$ cat src/rtl/uart_fifo_core.sv
// rtl/uart_fifo_core.sv - parametrised full-duplex UART with TX/RX FIFOs, parity, error flags and loopback
//
// Purpose: serial transmitter and receiver sharing one oversampling tick,
// each fronted by a small circular FIFO towards the processor side.
//
// Ports (uart_fifo_core):
//   i_clock, i_reset      clock, asynchronous active-low reset
//   i_loopback            1: RX listens to the internal TX line, o_tx held at 1
//   i_rx / o_tx           serial pins (i_rx asynchronous, o_tx idles high)
//   i_wr_en, i_wr_data    push into TX FIFO; o_tx_full reports no room
//   i_rd_en, o_rd_data    pop RX FIFO head (fall-through); o_rx_empty
//   o_parity_err, o_frame_err, o_overrun   sticky flags, cleared by i_clr_err
//
// Ports (uart_fifo_core_fifo):
//   s_tdata/s_tvalid/s_tready  write side; s_tvalid writes unconditionally
//   m_tdata/m_tvalid/m_tready  read side; m_tready pops when not empty

module uart_fifo_core_fifo #(
  parameter int DW = 8,
  parameter int AW = 2
) (
  input  logic          i_clock,
  input  logic          i_reset,
  input  logic [DW-1:0] s_tdata,
  input  logic          s_tvalid,
  output logic          s_tready,
  output logic [DW-1:0] m_tdata,
  output logic          m_tvalid,
  input  logic          m_tready
);
  localparam int DEPTH = 1 << AW;
  localparam logic [AW:0] PTR_ONE = (AW+1)'(1);

  logic [DW-1:0] mem [DEPTH];
  logic [AW:0]   wr_ptr;
  logic [AW:0]   rd_ptr;
  logic          empty;
  logic          full;

  // Extra pointer bit: equal pointers mean empty, differing only in the top bit mean full.
  assign empty    = (wr_ptr == rd_ptr);
  assign full     = (wr_ptr[AW] != rd_ptr[AW]) && (wr_ptr[AW-1:0] == rd_ptr[AW-1:0]);
  assign s_tready = !full;
  assign m_tvalid = !empty;
  assign m_tdata  = empty ? '0 : mem[rd_ptr[AW-1:0]];

  always_ff @(posedge i_clock or negedge i_reset) begin
    if (!i_reset) begin
      wr_ptr <= '0;
      rd_ptr <= '0;
    end else begin
      if (s_tvalid) wr_ptr <= wr_ptr + PTR_ONE;
      if (m_tready && !empty) rd_ptr <= rd_ptr + PTR_ONE;
    end
  end

  always_ff @(posedge i_clock) begin
    if (s_tvalid) mem[wr_ptr[AW-1:0]] <= s_tdata;
  end
endmodule

module uart_fifo_core #(
  parameter int NB_DATA    = 8,
  parameter int SB_TICK    = 16,
  parameter int CLK_DIV    = 163,
  parameter int FIFO_AW    = 2,
  parameter int PARITY_EN  = 1,
  parameter int PARITY_ODD = 0
) (
  input  logic               i_clock,
  input  logic               i_reset,
  input  logic               i_loopback,
  input  logic               i_rx,
  output logic               o_tx,
  input  logic               i_wr_en,
  input  logic [NB_DATA-1:0] i_wr_data,
  output logic               o_tx_full,
  input  logic               i_rd_en,
  output logic [NB_DATA-1:0] o_rd_data,
  output logic               o_rx_empty,
  output logic               o_parity_err,
  output logic               o_frame_err,
  output logic               o_overrun,
  input  logic               i_clr_err
);
  localparam int TW = (CLK_DIV > 1) ? $clog2(CLK_DIV) : 1;
  localparam int SW = $clog2(SB_TICK);
  localparam int NW = $clog2(NB_DATA);

  localparam logic [TW-1:0] TICK_LAST = TW'(CLK_DIV - 1);
  localparam logic [SW-1:0] SB_LAST   = SW'(SB_TICK - 1);
  localparam logic [SW-1:0] SB_HALF   = SW'(SB_TICK / 2 - 1);
  localparam logic [NW-1:0] NB_LAST   = NW'(NB_DATA - 1);
  localparam logic          HAS_PAR   = (PARITY_EN != 0);
  localparam logic          PAR_ODD   = (PARITY_ODD != 0);

  localparam logic [2:0] ST_IDLE   = 3'd0;
  localparam logic [2:0] ST_START  = 3'd1;
  localparam logic [2:0] ST_DATA   = 3'd2;
  localparam logic [2:0] ST_PARITY = 3'd3;
  localparam logic [2:0] ST_STOP   = 3'd4;

  // ---------------- tick generator ----------------
  logic [TW-1:0] tick_cnt;
  logic          tick;

  assign tick = (tick_cnt == TICK_LAST);

  always_ff @(posedge i_clock or negedge i_reset) begin
    if (!i_reset)  tick_cnt <= '0;
    else if (tick) tick_cnt <= '0;
    else           tick_cnt <= tick_cnt + TW'(1);
  end

  // ---------------- TX path ----------------
  logic [NB_DATA-1:0] txf_data;
  logic               txf_valid;
  logic               txf_ready;
  logic               tx_pop;
  logic [2:0]         tx_state;
  logic [SW-1:0]      tx_scnt;
  logic [NW-1:0]      tx_ncnt;
  logic [NB_DATA-1:0] tx_shreg;
  logic               tx_par;
  logic               tx_bit;
  logic               tx_line;

  uart_fifo_core_fifo #(.DW(NB_DATA), .AW(FIFO_AW)) u_tx_fifo (
    .i_clock  (i_clock),
    .i_reset  (i_reset),
    .s_tdata  (i_wr_data),
    .s_tvalid (i_wr_en && txf_ready),
    .s_tready (txf_ready),
    .m_tdata  (txf_data),
    .m_tvalid (txf_valid),
    .m_tready (tx_pop)
  );

  assign o_tx_full = !txf_ready;

  // Load from idle at once, or straight from the end of a stop bit for gapless frames.
  assign tx_pop = txf_valid &&
                  ((tx_state == ST_IDLE) ||
                   (tx_state == ST_STOP && tick && tx_scnt == SB_LAST));

  always_comb begin
    tx_bit = 1'b1;
    case (tx_state)
      ST_START:  tx_bit = 1'b0;
      ST_DATA:   tx_bit = tx_shreg[0];
      ST_PARITY: tx_bit = tx_par;
      default:   tx_bit = 1'b1;
    endcase
  end

  // tx_line is re-timed on ticks so every bit on the wire spans exactly SB_TICK ticks,
  // independent of the clock phase at which the frame was loaded.
  always_ff @(posedge i_clock or negedge i_reset) begin
    if (!i_reset) begin
      tx_state <= ST_IDLE;
      tx_scnt  <= '0;
      tx_ncnt  <= '0;
      tx_shreg <= '0;
      tx_par   <= 1'b0;
      tx_line  <= 1'b1;
    end else begin
      if (tick) tx_line <= tx_bit;
      if (tx_pop) begin
        tx_state <= ST_START;
        tx_scnt  <= '0;
        tx_ncnt  <= '0;
        tx_shreg <= txf_data;
        tx_par   <= (^txf_data) ^ PAR_ODD;
      end else if (tick && tx_state != ST_IDLE) begin
        if (tx_scnt == SB_LAST) begin
          tx_scnt <= '0;
          case (tx_state)
            ST_START: tx_state <= ST_DATA;
            ST_DATA: begin
              tx_shreg <= tx_shreg >> 1;
              if (tx_ncnt == NB_LAST) tx_state <= HAS_PAR ? ST_PARITY : ST_STOP;
              else                    tx_ncnt  <= tx_ncnt + NW'(1);
            end
            ST_PARITY: tx_state <= ST_STOP;
            default:   tx_state <= ST_IDLE;
          endcase
        end else begin
          tx_scnt <= tx_scnt + SW'(1);
        end
      end
    end
  end

  assign o_tx = i_loopback ? 1'b1 : tx_line;

  // ---------------- RX path ----------------
  logic               rx_src;
  logic               rx_meta;
  logic               rx_sync;
  logic               rx_prev;
  logic [2:0]         rx_state;
  logic [SW-1:0]      rx_scnt;
  logic [NW-1:0]      rx_ncnt;
  logic [NB_DATA-1:0] rx_shreg;
  logic               rx_par_bad;
  logic [SW-1:0]      rx_target;
  logic               rx_at_sample;
  logic               par_evt;
  logic               stop_evt;
  logic               frame_evt;
  logic               rx_good;
  logic               rxf_ready;
  logic               rxf_valid;
  logic               rx_push;
  logic               overrun_evt;

  assign rx_src = i_loopback ? tx_line : i_rx;

  always_ff @(posedge i_clock or negedge i_reset) begin
    if (!i_reset) begin
      rx_meta <= 1'b1;
      rx_sync <= 1'b1;
      rx_prev <= 1'b1;
    end else begin
      rx_meta <= rx_src;
      rx_sync <= rx_meta;
      rx_prev <= rx_sync;
    end
  end

  // START waits half a bit to land mid-start; later states wait a whole bit from there.
  assign rx_target    = (rx_state == ST_START) ? SB_HALF : SB_LAST;
  assign rx_at_sample = tick && (rx_scnt == rx_target);
  assign par_evt      = (rx_state == ST_PARITY) && rx_at_sample &&
                        (rx_sync != ((^rx_shreg) ^ PAR_ODD));
  assign stop_evt     = (rx_state == ST_STOP) && rx_at_sample;
  assign frame_evt    = stop_evt && !rx_sync;
  assign rx_good      = stop_evt && rx_sync && !rx_par_bad;
  // A pop in the same cycle frees the slot the new byte needs.
  assign rx_push      = rx_good && (rxf_ready || i_rd_en);
  assign overrun_evt  = rx_good && !rxf_ready && !i_rd_en;

  always_ff @(posedge i_clock or negedge i_reset) begin
    if (!i_reset) begin
      rx_state   <= ST_IDLE;
      rx_scnt    <= '0;
      rx_ncnt    <= '0;
      rx_shreg   <= '0;
      rx_par_bad <= 1'b0;
    end else begin
      case (rx_state)
        ST_IDLE: begin
          if (rx_prev && !rx_sync) begin
            rx_state <= ST_START;
            rx_scnt  <= '0;
          end
        end
        ST_START: begin
          if (rx_at_sample) begin
            rx_scnt    <= '0;
            rx_ncnt    <= '0;
            rx_par_bad <= 1'b0;
            rx_state   <= rx_sync ? ST_IDLE : ST_DATA;
          end else if (tick) begin
            rx_scnt <= rx_scnt + SW'(1);
          end
        end
        ST_DATA: begin
          if (rx_at_sample) begin
            rx_scnt  <= '0;
            rx_shreg <= {rx_sync, rx_shreg[NB_DATA-1:1]};
            if (rx_ncnt == NB_LAST) rx_state <= HAS_PAR ? ST_PARITY : ST_STOP;
            else                    rx_ncnt  <= rx_ncnt + NW'(1);
          end else if (tick) begin
            rx_scnt <= rx_scnt + SW'(1);
          end
        end
        ST_PARITY: begin
          if (rx_at_sample) begin
            rx_scnt    <= '0;
            rx_par_bad <= par_evt;
            rx_state   <= ST_STOP;
          end else if (tick) begin
            rx_scnt <= rx_scnt + SW'(1);
          end
        end
        ST_STOP: begin
          if (rx_at_sample) begin
            rx_scnt  <= '0;
            rx_state <= ST_IDLE;
          end else if (tick) begin
            rx_scnt <= rx_scnt + SW'(1);
          end
        end
        default: rx_state <= ST_IDLE;
      endcase
    end
  end

  uart_fifo_core_fifo #(.DW(NB_DATA), .AW(FIFO_AW)) u_rx_fifo (
    .i_clock  (i_clock),
    .i_reset  (i_reset),
    .s_tdata  (rx_shreg),
    .s_tvalid (rx_push),
    .s_tready (rxf_ready),
    .m_tdata  (o_rd_data),
    .m_tvalid (rxf_valid),
    .m_tready (i_rd_en)
  );

  assign o_rx_empty = !rxf_valid;

  // ---------------- sticky error flags (set beats clear) ----------------
  always_ff @(posedge i_clock or negedge i_reset) begin
    if (!i_reset) begin
      o_parity_err <= 1'b0;
      o_frame_err  <= 1'b0;
      o_overrun    <= 1'b0;
    end else begin
      if (par_evt)        o_parity_err <= 1'b1;
      else if (i_clr_err) o_parity_err <= 1'b0;
      if (frame_evt)      o_frame_err  <= 1'b1;
      else if (i_clr_err) o_frame_err  <= 1'b0;
      if (overrun_evt)    o_overrun    <= 1'b1;
      else if (i_clr_err) o_overrun    <= 1'b0;
    end
  end
endmodule

$ cat config.mk
export PLATFORM = sky130hd
export DESIGN_NAME = uart_fifo_core
export DESIGN_NICKNAME = d
export VERILOG_FILES = /design/src/rtl/uart_fifo_core.sv
export SDC_FILE = /design/constraint.sdc
export NUM_CORES = 1
export LEC_CHECK = 0
export ABC_AREA = 1
export CORE_MARGIN = 3
export CORE_UTILIZATION = 25
export DETAILED_ROUTE_END_ITERATION = 16
export PLACE_DENSITY_LB_ADDON = 0.2
export REMOVE_ABC_BUFFERS = 1
export SYNTH_ARGS = -nofsm -noshare
export SYNTH_HDL_FRONTEND = slang
export SYNTH_SLANG_ARGS = --single-unit
$ cat constraint.sdc
create_clock -name i_clock -period 4.1 [get_ports i_clock]
set_clock_uncertainty 0.05 [all_clocks]
set_input_delay 1.23 -clock i_clock [delete_from_list [all_inputs] [get_ports i_clock]]
set_output_delay 1.23 -clock i_clock [all_outputs]
set_load 0.03 [all_outputs]
* After elaboration in Yosys (flattened, before gate mapping) *
Memory sizes are Yosys's and may differ from the RTL's.
Cells that the tools add are included.

word-level totals
  bits in writable memories = 64
  ROM bits = 0
  register bits after elaboration = 65
  bits of input ports = 15
  output and inout bits = 14
  memories = 2
  latch bits = 0
  word-level logic and storage cells = 165

memories
  name           depth  width  read ports  clocked after Yosys merged registers in  wr ports  line  source
  u_rx_fifo.mem  4      8      1           0                                        1         34    logic [DW-1:0] mem [DEPTH];
  u_tx_fifo.mem  4      8      1           0                                        1         34

operators by class
  bitwise logic cells = 0
  divide/modulo/power cells = 0
  shifts and indexed selects = 0
  reduce and logical (&&, ||, !) cells = 52
  magnitude comparators = 0
  multipliers = 0
  muxes and demuxes = 50
  eq/ne operators = 30
  add/subtract/negate cells = 9

operators with widths
  operator                                              number
  2-to-1 mux 8 bit                                      7
  2-to-1 mux 3 bit                                      17
  2-to-1 mux 4 bit                                      7
  logical AND 1 bit                                     20
  adder 3 x 1 -> 3 bit (second input constant)          6
  nonzero test 2 bit                                    9
  parity 8 bit                                          2
  one-hot mux 3 bit (5 select lines)                    1
  != test 2 bit (second input constant)                 7
  equality test 3 x 2 -> 1 bit (second input constant)  4
  equality test 3 bit (second input constant)           4
  2-to-1 mux 1 bit                                      12
  AND reduction 3 bit                                   4
  one-hot mux 3 bit (3 select lines)                    1
  adder 4 x 1 -> 4 bit (second input constant)          2
  adder 8 x 1 -> 8 bit (second input constant)          1
  equality test 8 bit (second input constant)           1
  one-hot mux 4 bit (2 select lines)                    1
  AND reduction 4 bit                                   2
  logical NOT 1 bit                                     7
  equality test 3 x 1 -> 1 bit (second input constant)  2
  equality test 3 bit                                   2
  logical NOT 3 bit                                     2
  one-hot mux 3 bit (2 select lines)                    1
  15 further kinds                                      19

* Longest topological paths before layout *
Gate-level depths: netlist of run 1.

  depth in word-level cells = 10
  gate-level depth with buffers = 15
  mapped depth without buffers = 13

* Modules after synthesis *
From an unflattened synthesis of run 1, not the netlist that was laid out.

second synthesis, totals
  cell total of the unflattened synthesis = 681
  area total of the unflattened synthesis = 6354.8 µm²

modules (own cells, without submodules)
  module                            area an instance (µm²)  times used  cells an instance  seq. area each (µm²)
  uart_fifo_core                    2954.1                  1           387                1331.3
  uart_fifo_core_fifo at u_rx_fifo  1725.4                  1           151                1111.1
  uart_fifo_core_fifo at u_tx_fifo  1675.4                  1           143                1111.1

* Worst setup path after synthesis of run 1 *
OpenSTA, ideal clock, no wires.

  path kind = input -> output
  start point = input port i_loopback
  end point = output port o_tx
  path slack = 1.337 ns
  data arrival time = 1.483 ns
  buffers on the path = 0
  stages = 2
  required time = 2.820 ns
  cell sequence = inv_1 > nand2_1

between the ends
  cells in the longest elaborated chain, start to end = 1

ends and longest elaborated chain
  what              line  source
  from (decl)       72    input logic i_loopback,
  2-to-1 mux 1 bit  194   assign o_tx = i_loopback ? 1'b1 : tx_line;
  to (decl)         74    output logic o_tx,

Every way passes these cells.

* Worst setup path after layout of run 1 *
  start point = register u_rx_fifo.rd_ptr[1]
  end point = output port o_rx_empty

between the ends
  cells in the longest elaborated chain, start to end = 1

ends and longest elaborated chain
  what                    line  source
  from (decl)             36    logic [AW:0] rd_ptr;
  from (signal assigned)  53    if (m_tready && !empty) rd_ptr <= rd_ptr + PTR_ONE;
  equality test 3 bit     41    assign empty = (wr_ptr == rd_ptr);
  to (decl)               80    output logic o_rx_empty,

Every way passes these cells.

==> impl_metrics.yaml, run 1 <==
status:
  status: "finished, final reports clean"
min_path:
  whs_endpoint: "rx_prev$_DFF_PN1_"
  min_path_type: "reg2reg"
  whs_path_depth: 0
  min-delay-start: "rx_sync$_DFF_PN1_"
worst_setup_path:
  reg2reg_slack_ns: 1.49
  cp_max_fo: 19
  critPathMaxStageDelay_ns: 0.71
  cp.arrival_ns: 2.51
  required_ns: 2.82
  critPathKind: "reg2out"
  critPathCaptureType: "output pin"
  rr_worst_depth: 8
  reg2reg_to: "u_rx_fifo.mem[2][3]$_DFFE_PP_"
  cp_slowest_cell: "dfrtp_1"
  r2r_start: "tick_cnt[0]$_DFF_PN0_"
  critPathLaunchType: "register"
  crit_chain: "xor2_1 > a21oi_1 > nand2_1 > inv_1 > clkdlybuf4s50_1"
final_layout:
  n_antenna_cell: 0
  layout.cells.non_filler: 1031
  fin_nets: 727
  fillers: 2596
  final_cell_area_um2: 7485
  layout-drive-gt1-share: 0.1089
  mostFrequentLayoutCells: "nand2_1 (197), edfxtp_1 (64), dfrtp_1 (61)"
  final_common_cell: "nand2_1"
  area_growth_pct: 20.19
routing:
  drt_pass1_iterations: 4
  num_vias: 4203
  postRouteWirelength_mm: 12.17
  drc: 0
  postRouteAntennaNets: 0
  drt_iter0_drc: 193
  routedWlPerCell_um: 11.80
  vias_per_cell: 4.077
floorplanning:
  io_pins: 29
  fp.dieArea_um2: 26840
  start_util: 0.2553
  die_x_um: 163.8
  design.core.area_um2: 24390
  num_rows: 57
  dieHeight_um: 163.8
grt:
  gr-usage-all-layers: 0.09728
  met2_usage: 0.1549
  overflow: 0
  grtUsageMet1: 0.1292
  busiest_layer: "met2"
  grt_start_max_net_pins: 29
  antenna_found_initial: 0
  grt_pass1_vias: 4128
  grt_pass1_wl_mm: 20.63
  met3_usage: 0.02749
clocking:
  ctsHoldBuffers: 0
  clock-sinks: 129
  postCtsSetupBuffers: 0
  clockRootBuffer: "clkbuf_16"
  numCtsBuffers: 17
  htree_num_levels: 4
  insertion_delay_ns: 0.43
  cts_resized: 0
  clk_pin_slew_ns: 0.07
  clock_path_buffers: 2
  cts_tree: "done"
placed_design:
  dpl-instance-area_um2: 6893
  portBuffers: 28
  dp_hpwl_mm: 8.232
  dp.cells: 999
  gp_congestion: 0.7596
timing:
  max-slew-margin-rel: 0.4851
  post-route-period-util: 0.9255
  hold_viol: 0
  setup_tns_ns: 0
  hold_slack_ns: 0.3219
  rsz0062_at_grt: "false"
  fmax_mhz: 263.5
  setup_viol: 0
  fin_crit_ns: 3.795
  tightest_slew_ns: 0.7695
  finalMaxSlewViolations: 0
synth:
  ys_types: 44
  ys_seq_area_frac: 0.5706
  synth_edf_count: 64
  syn_inst: 652
  ys.flop_type: "edfxtp_1"
  synth_async_sr_flop_share: 0.5039
  ys_ff_latch: 129
  yosysWarnings: 0
  syn_avg_cell_area_um2: 9.551
  synthesis.area_um2: 6227
power_and_ir_drop:
  p_sw_uw: 996.4
  power.density_nw_per_um2: 470.7
  cellInternalPower_uw: 2526
  pwr-share-seq: 0.433
  combPwrFrac: 0.137
  ir_drop_mv: 0.2460
  p_leak_uw: 0.003416
  switching_share: 0.2828
  power_uw: 3523
  pwr-share-clk: 0.430
job:
  max-cap-violations: 0
## metal layers
layer  vias to the layer above  part of all wire
li1                       2223                 -
met1                      1918              0.51
met2                        49              0.45
met3                        13             0.028
met4                         0             0.011
met5                         -                 0
## sequential cells by signal, summed over array words and instances (netlist names)
register and cells:
rx_shreg 8, o_frame_err 1, u_rx_fifo.wr_ptr 3, u_rx_fifo.rd_ptr 3
rx_par_bad 1, tx_ncnt 3, rx_ncnt 3, rx_prev 1
o_parity_err 1, u_rx_fifo.mem 32, tx_par 1, tick_cnt 8
o_overrun 1, tx_line 1, rx_sync 1, u_tx_fifo.mem 32
u_tx_fifo.rd_ptr 3, tx_scnt 4, rx_meta 1, tx_shreg 8
rx_state 3, u_tx_fifo.wr_ptr 3, rx_scnt 4, tx_state 3
## worst max-delay path: cells and delay by family (launching register included)
kind	cells	cell delay, ns
xor+xnor	1	0.13
simple gates	1	0.26
buf+inv	2	0.78
flops	1	0.71
compound gates	1	0.21
## kinds of logic after synthesis
kind of cell    synth area share
fa+ha+maj                0.03617
flops                     0.5706
buf+inv                  0.05646
compound gates           0.06249
mux                     0.001808
simple gates              0.2295
xor+xnor                 0.04300
## power by group through the flow
| stage | sequential (uW) | clock [uW] | combinational (uW) |
|---|---|---|---|
| 2_1_floorplan | 1540 | 0 | 353 |
| 3_3_place_gp | 1550 | 0 | 491 |
| 3_5_place_dp | 1550 | 0 | 494 |
| 4_1_cts | 1520 | 1560 | 498 |
| 5_1_grt | 1540 | 1630 | 559 |
| 6_report | 1520 | 1520 | 483 |
## how the worst max path moves through the flow
stage,endpoint,slack [ns],startpoint,depth (start not counted)
6_report,o_rx_empty,0.31,u_rx_fifo.rd_ptr[1]$_DFFE_PN0P_,5
5_1_grt,o_rd_data[7],0.08,u_rx_fifo.rd_ptr[1]$_DFFE_PN0P_,6
4_1_cts,o_rx_empty,0.25,u_rx_fifo.rd_ptr[1]$_DFFE_PN0P_,5
3_5_place_dp,o_tx,0.37,i_loopback,4
3_3_place_gp,o_tx,0.36,i_loopback,4
2_1_floorplan,o_rd_data[0],1.16,u_rx_fifo.rd_ptr[0]$_DFFE_PN0P_,6
## through the flow
stage            util  worst slack (ns)
2_1_floorplan       -             1.165
3_5_place_dp   0.2826            0.3682
5_1_grt        0.3069           0.07992
4_1_cts        0.3069            0.2453
6_report       0.3069            0.3053
3_3_place_gp   0.2826            0.3561
## synth_stat cells, types with 2 or more instances
master	count	area [um^2]
nand2_4	3	33.78
buf_2	6	30.03
or2_1	3	18.77
nor3_1	2	10.01
o21ai_1	7	35.03
nand2_1	197	739.5
clkbuf_1	4	15.01
o32ai_1	8	70.07
xor2_1	16	140.1
o31ai_1	2	15.01
o21ai_0	25	125.1
nand3_1	52	260.3
ha_1	18	225.2
buf_6	3	33.78
dfrtp_1	61	1526
dfstp_2	4	105.1
inv_1	59	221.5
a31oi_1	2	12.51
nor2_4	2	22.52
nor2_1	58	217.7
nand3_4	2	35.03
edfxtp_1	64	1922
a21oi_1	13	65.06
inv_2	8	30.03
nor2_2	4	25.02
o21ai_4	2	32.53
xnor2_1	9	78.83
xnor2_2	2	32.53
## area by class of cell
cell class | count | area [um^2] | area share
Multi-Input combinational cell | 439 | 2322 | 0.3103
Timing Repair Buffer | 38 | 350.3 | 0.04681
Tap cell | 324 | 405.4 | 0.05416
Clock buffer | 19 | 454.2 | 0.06068
Inverter | 69 | 261.5 | 0.03494
Sequential cell | 129 | 3553 | 0.4748
Clock inverter | 13 | 137.6 | 0.01839
Note: power is estimated with default switching activity, not from simulation.
==> inputs of run 2 (changes only) <==
--- a/config.mk
+++ b/config.mk
@@ -7,10 +7,11 @@
 export LEC_CHECK = 0
 export ABC_AREA = 1
 export CORE_MARGIN = 3
-export CORE_UTILIZATION = 25
+export CORE_UTILIZATION = 34
 export DETAILED_ROUTE_END_ITERATION = 16
 export PLACE_DENSITY_LB_ADDON = 0.2
 export REMOVE_ABC_BUFFERS = 1
+export SLEW_MARGIN = 20
 export SYNTH_ARGS = -nofsm -noshare
 export SYNTH_HDL_FRONTEND = slang
 export SYNTH_SLANG_ARGS = --single-unit
==> impl_metrics.yaml, run 2 (synthesis results as in run 1) <==
status:
  status: "finished, final reports clean"
routing:
  routedWlPerCell_um: 12.74
  postRouteWirelength_mm: 11.85
  drt_iter0_drc: 217
  drt_pass1_iterations: 4
  drc: 0
  postRouteAntennaNets: 0
  vias_per_cell: 4.668
  num_vias: 4341
timing:
  hold_viol: 0
  setup_tns_ns: 0
  hold_slack_ns: 0.3238
  fin_crit_ns: 3.757
  rsz0062_at_grt: "false"
  max-slew-margin-rel: 0.3848
  setup_viol: 0
  tightest_slew_ns: 0.9193
  finalMaxSlewViolations: 0
  post-route-period-util: 0.9164
  fmax_mhz: 266.2
  fin_ws_ns: 0.3429
clocking:
  cts_tree: "done"
  ctsHoldBuffers: 0
  htree_num_levels: 4
  clk_pin_slew_ns: 0.06
  clock-sinks: 129
  clockRootBuffer: "clkbuf_16"
  postCtsSetupBuffers: 0
  insertion_delay_ns: 0.40
  cts_resized: 0
  numCtsBuffers: 17
  clock_path_buffers: 2
worst_setup_path:
  crit_start: "u_rx_fifo.rd_ptr[1]$_DFFE_PN0P_"
  crit_chain: "xor2_1 > a21oi_1 > nand2_1 > nand2_1 > inv_1 > clkdlybuf4s50_1"
  required_ns: 2.82
  critPathMaxStageDelay_ns: 0.67
  cp_max_fo: 19
  critPathBufInv: 2
  reg2reg_slack_ns: 1.46
  r2r_start: "tick_cnt[0]$_DFF_PN0_"
  cp.arrival_ns: 2.48
  critPathLaunchType: "register"
  critPathCaptureType: "output pin"
  cp_top_family: "buffers and inverters"
  critPathKind: "reg2out"
  cp_slowest_cell: "dfrtp_1"
  worst_path_most_repeated_cell: "nand2_1"
power_and_ir_drop:
  switching_share: 0.2673
  power_uw: 3448
  power.density_nw_per_um2: 470.0
  ir_drop_mv: 0.2837
  p_sw_uw: 921.6
  combPwrFrac: 0.139
  pwr-share-clk: 0.418
  pwr-share-seq: 0.443
  p_leak_uw: 0.003392
  cellInternalPower_uw: 2526
grt:
  gr-usage-all-layers: 0.1281
  grt_pass1_vias: 4340
  overflow: 0
  grt_pass1_wl_mm: 20.71
  antenna_found_initial: 0
  grt_start_max_net_pins: 38
final_layout:
  area_growth_pct: 17.80
  n_antenna_cell: 0
  final_common_cell: "nand2_1"
  mostFrequentLayoutCells: "nand2_1 (197), edfxtp_1 (64), dfrtp_1 (61)"
  fin_nets: 725
  layout-drive-gt1-share: 0.1035
  final_cell_area_um2: 7336
floorplanning:
  dieHeight_um: 141.3
  io_pins: 29
  design.core.area_um2: 17600
  start_util: 0.3539
  die_x_um: 141.3
  fp.dieArea_um2: 19980
  num_rows: 48
min_path:
  min_path_type: "reg2reg"
  min-delay-start: "rx_sync$_DFF_PN1_"
placed_design:
  dpl-instance-area_um2: 6766
  portBuffers: 28
  gp_congestion: 0.7424
  dp_hpwl_mm: 8.313
  pre_cts_ws_ns: 0.3553
job:
  max-cap-violations: 0
-- run 2: changes by cell type in the layout (fill, tap and decap cells not counted), sizes merged --
cell	change
clkinv	+2
buf	-2
bufinv	+1
inv	-5
clkinvlp	+3
clkbuf	-1
-- run 2: final cells by class --
class | count | area [um^2]
inverters | 69 | 261.5
repair buffers | 36 | 347.8
flip-flops and latches | 129 | 3553
clock inverters | 14 | 140.1
multi-input cells | 439 | 2322
fillers | 1706 | 10260
well taps | 225 | 281.5
clock buffers | 18 | 429.2
-- run 2: through the flow --
stage          cells    util
5_1_grt          930  0.4169
3_5_place_dp     898  0.3845
2_1_floorplan    637       -
4_1_cts          930  0.4169
6_report         930  0.4169
3_3_place_gp     898  0.3845
-- run 2: path summary, 6_finish.rpt --
path                                            endpoint  cells past startpoint
hold / removal                         rx_prev$_DFF_PN1_                      0
max in group asynchronous              rx_meta$_DFF_PN1_                      2
min in group asynchronous       o_parity_err$_DFFE_PN0P_                      1
hold reg to reg                        rx_prev$_DFF_PN1_                      0
setup reg to reg           u_rx_fifo.mem[2][4]$_DFFE_PP_                      8
setup / recovery                            o_rd_data[4]                      6
-- run 2: routing by layer --
metal  vias up  part of all wire  GRT usage
met1      2077              0.47     0.1588
li1       2214                 -          -
met5         -                 0          0
met4         0            0.0091    0.04284
met3         8             0.024    0.03202
met2        42              0.50     0.2190
-- run 2: power by group through the flow --
stage | sequential (uW) | combinational, uW | clock [uW]
after detailed placement | 1550 | 483 | 0
after global placement | 1550 | 472 | 0
after floorplan | 1540 | 353 | 0
after global routing | 1540 | 552 | 1550
after CTS | 1530 | 489 | 1470
final | 1530 | 479 | 1440
==> inputs of run 3 (changes only) <==
--- a/config.mk
+++ b/config.mk
@@ -6,7 +6,6 @@
 export NUM_CORES = 1
 export LEC_CHECK = 0
 export ABC_AREA = 1
-export CORE_MARGIN = 3
 export CORE_UTILIZATION = 34
 export DETAILED_ROUTE_END_ITERATION = 16
 export PLACE_DENSITY_LB_ADDON = 0.2
==> impl_metrics.yaml, run 3 (synthesis results as in run 1) <==
worst_setup_path:
  required_ns: 2.82
  crit_chain: "xor2_1 > a21oi_1 > nand2_1 > nand2_1 > inv_1 > clkdlybuf4s50_1"
  r2r_start: "tick_cnt[0]$_DFF_PN0_"
  critPathLaunchType: "register"
  cp.arrival_ns: 2.53
  cp_slowest_cell: "dfrtp_1"
  cp_top_family: "flip-flops"
  cp_max_fo: 19
  critPathBufInv: 2
  crit_start: "u_rx_fifo.rd_ptr[1]$_DFFE_PN0P_"
  critPathCaptureType: "output pin"
  worst_path_most_repeated_cell: "nand2_1"
  critPathMaxStageDelay_ns: 0.72
  critPathKind: "reg2out"
clocking:
  htree_num_levels: 4
  clock-sinks: 129
  clockRootBuffer: "clkbuf_16"
  insertion_delay_ns: 0.42
  cts_tree: "done"
  clock_path_buffers: 2
  numCtsBuffers: 17
  clk_pin_slew_ns: 0.06
  postCtsSetupBuffers: 0
  ctsHoldBuffers: 0
  cts_resized: 0
placed_design:
  portBuffers: 28
  dp.cells: 903
  gp_congestion: 0.7438
  dp_hpwl_mm: 8.152
  dpl-instance-area_um2: 6766
  pre_cts_ws_ns: 0.3759
min_path:
  min-delay-start: "rx_meta$_DFF_PN1_"
  min_path_type: "reg2reg"
grt:
  grt_start_max_net_pins: 33
  overflow: 0
  grt_pass1_vias: 4295
  antenna_found_initial: 0
  gr-usage-all-layers: 0.1433
  grt_pass1_wl_mm: 20.54
timing:
  fin_crit_ns: 3.809
  tightest_slew_ns: 0.8579
  setup_viol: 0
  max-slew-margin-rel: 0.4259
  setup_tns_ns: 0
  fmax_mhz: 262.6
  hold_viol: 0
  post-route-period-util: 0.9289
  fin_ws_ns: 0.2914
  rsz0062_at_grt: "false"
  finalMaxSlewViolations: 0
floorplanning:
  design.core.area_um2: 17960
  io_pins: 29
  num_rows: 49
  start_util: 0.3467
  dieHeight_um: 137.3
  fp.dieArea_um2: 18860
  die_x_um: 137.3
power_and_ir_drop:
  ir_drop_mv: 0.3204
  p_leak_uw: 0.003387
  power.density_nw_per_um2: 469.7
routing:
  num_vias: 4295
  vias_per_cell: 4.599
  drt_iter0_drc: 144
  postRouteAntennaNets: 0
  drt_pass1_iterations: 4
  drc: 0
  postRouteWirelength_mm: 11.95
  routedWlPerCell_um: 12.79
final_layout:
  final_cell_area_um2: 7325
  area_growth_pct: 17.62
  layout-drive-gt1-share: 0.1078
  fin_nets: 726
  layout.cells.non_filler: 934
  n_antenna_cell: 0
  final_common_cell: "nand2_1"
  mostFrequentLayoutCells: "nand2_1 (197), edfxtp_1 (64), dfrtp_1 (61)"
status:
  status: "finished, final reports clean"
job:
  max-cap-violations: 0
[run 3: worst reg2reg max path, delay by kind of cell (launching register included)]
family	cells	cell delay, ns
buffers and inverters	1	0.07
adder cells (fa/ha/maj)	1	0.16
AND/OR/NAND/NOR	6	1.52
flip-flops	1	0.40
[run 3: routing by layer]
| layer | share of wire | up-vias | track usage |
|---|---|---|---|
| met1 | 0.49 | 2019 | 0.1787 |
| met2 | 0.48 | 50 | 0.2309 |
| li1 | - | 2218 | - |
| met5 | 0 | - | 0 |
| met3 | 0.025 | 8 | 0.04047 |
| met4 | 0.0085 | 0 | 0.06349 |
[run 3: worst paths after layout]
kind | to | slack (ns) | cells past startpoint
min | rx_sync$_DFF_PN1_ | 0.31 | 0
max | o_rd_data[5] | 0.29 | 6
max in group asynchronous | tx_line$_DFFE_PN1N_ | 2.39 | 2
max reg2reg | u_rx_fifo.mem[2][3]$_DFFE_PP_ | 1.53 | 8
min in group asynchronous | u_rx_fifo.rd_ptr[0]$_DFFE_PN0P_ | 0.82 | 1
min reg2reg | rx_sync$_DFF_PN1_ | 0.31 | 0
[run 3: cell type report]
cell class | instances | area [um^2]
clock buffers | 17 | 425.4
clock inverters | 14 | 132.6
fillers | 1745 | 10640
inverters | 69 | 261.5
multi-input cells | 439 | 2322
flip-flops and latches | 129 | 3553
well taps | 229 | 286.5
repair buffers | 37 | 342.8
[run 3: per-stage QoR]
| step | hold WS, ns | utilization | total power [uW] |
|---|---|---|---|
| finish | 0.3146 | 0.4077 | 3440 |
| global route | 0.3168 | 0.4077 | 3619 |
| CTS | 0.3186 | 0.4077 | 3485 |
| detailed placement | 0.3078 | 0.3767 | 2036 |
| global placement | 0.3077 | 0.3767 | 2020 |
| floorplan | 0.2952 | - | 1889 |
[run 3: report_power, final]
group | total (uW) | internal, uW | switching (uW)
Combinational | 479 | 164 | 314
Clock | 1440 | 839 | 598
Sequential | 1520 | 1470 | 56.6
Total | 3440 | 2470 | 969
